### src/rtl/tiny_soc_imem_loader.sv
// Program loader + instruction memory: deserialises nibbles into words after reset, then serves fetches.
// Optional debug echo port enabled by defining TINY_SOC_IMEM_ECHO_EN.
//
// state  | meaning
// S_LOAD | collecting nibbles from nib_in, writing one word every fourth edge
// S_RUN  | serving fetch_addr reads; left only by rst
module tiny_soc_imem_loader #(
  parameter int NUM_WORDS = 16,
  parameter int WORD_W    = 16,
  parameter int NIB_W     = 4
) (
  input  logic                          clk,
  input  logic                          rst,
  input  logic [NIB_W-1:0]              nib_in,
  input  logic [$clog2(NUM_WORDS)-1:0]  fetch_addr,
  output logic [WORD_W-1:0]             fetch_data,
  output logic                          load_done
`ifdef TINY_SOC_IMEM_ECHO_EN
  ,
  output logic [NIB_W-1:0]              echo_out
`endif
);

  localparam int NIBS = WORD_W / NIB_W;
  localparam int CW   = (NIBS > 1) ? $clog2(NIBS) : 1;
  localparam int AW   = $clog2(NUM_WORDS);
  localparam logic [CW-1:0] LAST_NIB  = CW'(NIBS - 1);
  localparam logic [AW-1:0] LAST_WORD = AW'(NUM_WORDS - 1);

  typedef enum logic {S_LOAD = 1'b0, S_RUN = 1'b1} state_t;

  state_t                  state, next_state;
  logic [CW-1:0]           nib_cnt;
  logic [AW-1:0]           word_ptr;
  logic [WORD_W-NIB_W-1:0] sr;
  logic                    wr_en;
  logic [WORD_W-1:0]       mem [NUM_WORDS];

  always_ff @(posedge clk) begin
    if (rst) state <= S_LOAD;
    else     state <= next_state;
  end

  always_comb begin
    next_state = state;
    wr_en      = 1'b0;
    case (state)
      S_LOAD: begin
        if (nib_cnt == LAST_NIB) begin
          wr_en = 1'b1;
          if (word_ptr == LAST_WORD) next_state = S_RUN;
        end
      end
      S_RUN: next_state = S_RUN;
    endcase
  end

  always_ff @(posedge clk) begin
    if (rst) begin
      nib_cnt    <= '0;
      word_ptr   <= '0;
      sr         <= '0;
      fetch_data <= '0;
    end else if (state == S_LOAD) begin
      fetch_data <= '0;
      if (wr_en) begin
        nib_cnt  <= '0;
        word_ptr <= word_ptr + 1'b1;
      end else begin
        sr[nib_cnt*NIB_W +: NIB_W] <= nib_in;
        nib_cnt                    <= nib_cnt + 1'b1;
      end
    end else begin
      fetch_data <= mem[fetch_addr];
    end
  end

  // Storage has no reset: contents survive rst until rewritten by a new load.
  always_ff @(posedge clk) begin
    if (!rst && wr_en) mem[word_ptr] <= {nib_in, sr};
  end

  assign load_done = (state == S_RUN);

`ifdef TINY_SOC_IMEM_ECHO_EN
  logic [NIB_W-1:0] echo_q;

  always_ff @(posedge clk) begin
    if (rst)                  echo_q <= '0;
    else if (state == S_LOAD) echo_q <= nib_in;
  end

  assign echo_out = (state == S_RUN) ? fetch_data[NIB_W-1:0] : echo_q;
`endif

endmodule

### config.mk
export PLATFORM = sky130hd
export DESIGN_NAME = tiny_soc_imem_loader
export DESIGN_NICKNAME = d
export VERILOG_FILES = /design/src/rtl/tiny_soc_imem_loader.sv
export SDC_FILE = /design/constraint.sdc
export NUM_CORES = 1
export LEC_CHECK = 0
export CAP_MARGIN = 20
export CORE_ASPECT_RATIO = 1.1
export CORE_MARGIN = 1.5
export CORE_UTILIZATION = 35
export DETAILED_ROUTE_END_ITERATION = 8
export PLACE_DENSITY_LB_ADDON = 0.12
export REMOVE_ABC_BUFFERS = 1
export SYNTH_ARGS = -nofsm -noshare
export SYNTH_HDL_FRONTEND = slang
export SYNTH_SLANG_ARGS = --single-unit
### constraint.sdc
create_clock -name clk -period 3.3 [get_ports clk]
set_clock_uncertainty 0.05 [all_clocks]
set_input_delay 0.825 -clock clk [delete_from_list [all_inputs] [get_ports clk]]
set_output_delay 0.825 -clock clk [all_outputs]
set_load 0.01 [all_outputs]
==> out/results.tsv <==
stage	metric	value	unit
outcome	run status	finished, final reports clean	
clocking	CTS max path bufs	3	
worst_setup_path	CP Buf/Inv Count	1	
timing	Hold Vio Cnt, Final	0	
floorplan	DIE WIDTH	174	µm
logic_synthesis	register area share after synthesis	0.745	
worst_setup_path	critical path's largest stage delay	0.62	ns
clocking	setup bufs post-CTS	0	
placed_design	RD Place Congestion	0.721	
clocking	CTS Hold Bufs	0	
floorplan	number of placed I/O pins	27	
logic_synthesis	synthesized area per cell	17.6	µm²
power_and_ir_drop	Pwr Density	576	nW/µm²
global_route	global-route wire length before repair	37.9	mm
finish	area added between synthesis and finish	16.4	%
power_and_ir_drop	Cell Int Power	0.00603	W
global_route	GRT Total Usage	0.155	
floorplan	Initial Util	0.357	
worst_setup_path	crit path cell chain	clkdlybuf4s50_1	
route	via/cell ratio	4.98	
route	DRC	0	
floorplan	core box area	31600	µm²
logic_synthesis	register bit count reported by yosys	291	
timing	Slew Viols, Final	0	
global_route	vias in the first global route	5997	
logic_synthesis	Yosys cell types	40	
floorplan	row cnt	68	
clocking	CTS tree	built	
timing	Setup TNS	0	ns
finish	Layout Nets	719	
route	Detailed Routing Iterations Pass 1	4	
floorplan	DIE HEIGHT	191	µm
power_and_ir_drop	Switching Fraction	0.201	
global_route	initial antenna violation count	0	
clocking	PostCTS Resize Cnt	0	
worst_setup_path	CP Class	register to output port	
global_route	pin count of the biggest net entering global routing	36	
route	Avg WL per Cell	22.2	µm
clocking	clk_lat worst skew	0.55	ns
power_and_ir_drop	Psw	0.00152	W
clocking	H-tree levels	1	
timing	Tcrit/Tclk final	0.790	
finish	non-filler cells, final	1141	
clocking	root buffer cell	clkbuf_16	
placed_design	post-DP HPWL	15.5	mm
finish	post-route cell area	13100	µm²
power_and_ir_drop	VDD IR max	0.305	mV
job	# Max-Cap Violations	0	
worst_setup_path	critical path's top delay family	buffers and inverters	
logic_synthesis	Post-Syn Area	11300	µm²
worst_hold_path	Hold WC Path Type	register to register	
power_and_ir_drop	Comb pwr share	0.039	
timing	# setup viols final	0	
worst_setup_path	critical path capture point type	output port	
placed_design	PortBufs	26	
timing	unrepaired setup endpoints after global routing	false	
finish	diode count	0	
route	Routed Antenna Nets	0	
power_and_ir_drop	Leakage	4.67	nW
worst_setup_path	peak fanout along the critical path	13	
timing	max_slew headroom	0.377	
finish	fillers	2787	
clocking	Clock transition at path regs	0.06	ns
clocking	Num Clock Sinks	291	
worst_setup_path	Slowest-stage cell, CP	clkdlybuf4s50_1	
finish	area of the multi-input gates	2650	µm²
finish	layout cell share with drive strength beyond 1	0.171	
power_and_ir_drop	clock network fraction of total power	0.430	
placed_design	DP Cell Count	1089	
route	via count	5684	
clocking	CTS buffer count	29	
timing	Tightest Pin Transition	0.935	ns
finish	core occupancy in the finished layout	0.415	
route	DRT Wirelength	25.3	mm
logic_synthesis	Mapped Cells	641	
worst_setup_path	CP required	2.42	ns
worst_setup_path	crit path DAT	1.73	ns
finish	register area	8390	µm²
logic_synthesis	Warnings, synthesis	0	
timing	Min Hold Slack	0.506	ns
power_and_ir_drop	Reg power frac	0.531	
timing	FMAX	384	MHz
global_route	aggregate global routing overflow	0	
placed_design	Cell Area, Placed	12200	µm²
route	initial DRC count	358	
worst_setup_path	Critical Path Start Type	register	
floorplan	die area	33300	µm²
timing	Period minus WS final	2.61	ns
[metrics by stage]
step	setup WS, ns	power, W
CTS	0.659	0.00764
global placement	0.427	0.00438
floorplan	0.328	0.00423
finish	0.693	0.00755
global route	0.525	0.00780
detailed placement	0.392	0.00439
[power by group through the flow]
stage	registers [W]	logic, W	clock network, W
finish	0.00401	0.000293	0.00325
global placement	0.00409	0.000295	0
CTS	0.00401	0.000298	0.00333
global route	0.00401	0.000319	0.00347
floorplan	0.00408	0.000154	0
detailed placement	0.00409	0.000297	0
[state kept, by name, summed over array words and instances, names as in the netlist]
signal	cells
mem	256
fetch_data	16
sr	12
nib_cnt	2
word_ptr	4
load_done	1
[layout make-up]
type | count | area share
timing repair buffer | 64 | 0.0446
clock inverter | 10 | 0.00782
inverter | 4 | 0.00114
multi-input combinational | 310 | 0.202
sequential | 291 | 0.640
clock buffer | 42 | 0.0644
tap | 420 | 0.0401
[cell usage after synthesis]
cell	instances	area [µm²]
a21oi_1	10	50.1
a22o_1	11	96.3
a22oi_1	42	315
a41oi_1	1	8.76
and2_1	2	12.5
and2b_1	1	7.51
and3b_1	1	8.76
buf_1	1	3.75
buf_12	1	20.0
buf_2	8	40.0
buf_4	2	15.0
buf_6	9	101
buf_8	2	30.0
clkbuf_1	12	45.0
clkbuf_4	1	7.51
dfxtp_1	35	701
edfxtp_1	256	7690
ha_1	9	113
inv_1	4	15.0
mux2_2	3	33.8
mux2i_1	93	931
mux4_2	16	360
nand2_1	16	60.1
nand2b_1	6	37.5
nand3_1	20	100
nand4_1	1	6.26
nor2_1	32	120
nor2b_1	14	87.6
nor3_1	6	30.0
nor3b_1	1	7.51
nor4_4	1	21.3
o21ai_0	2	10.0
o221ai_1	3	26.3
o31ai_1	11	82.6
or3_1	1	6.26
or3b_1	2	17.5
or3b_4	1	11.3
or4bb_1	1	11.3
xnor2_1	1	8.76
xor2_1	2	17.5
[cells by family (layout without fill, tap and decap cells)]
group / count (synthesis) / in the layout / share of synthesized area
buffers and inverters: 40 / 120 / 0.0247
AO/OA/AOI/OAI: 80 / 80 / 0.0523
adder cells (fa/ha/maj): 9 / 9 / 0.0100
multiplexers: 112 / 112 / 0.118
XOR/XNOR: 3 / 3 / 0.00233
flip-flops: 291 / 291 / 0.745
AND/OR/NAND/NOR: 106 / 106 / 0.0484
[worst paths after layout]
| check | start | to | slack (ns) | cells after the start |
|---|---|---|---|---|
| worst min register to register | nib_cnt[1] | nib_cnt[1] | 0.51 | 2 |
| worst max register to register | nib_cnt[0] | mem[0][11] | 0.74 | 6 |
| worst min-delay path | nib_cnt[1] | nib_cnt[1] | 0.51 | 2 |
| worst max-delay path | load_done | load_done | 0.69 | 1 |
[placed cells by master (no fill, tap or decap), drive strengths merged, types with 11 or more instances in the layout]
cell type / instances
buf: 39
dfxtp: 35
a22o: 11
nor2: 32
nand2: 16
clkdlybuf4s50: 25
o31ai: 11
nand3: 20
a22oi: 42
clkbuf: 42
mux2i: 93
mux4: 16
edfxtp: 256
nor2b: 14
[metal layers]
layer,wire length (µm),up-vias,track usage
met1,11300,2931,0.203
met3,879,34,0.0209
met2,12700,81,0.271
met4,400,0,0.0408
li1,-,2638,-
met5,0,-,0
(Power assumes the default switching activity.)
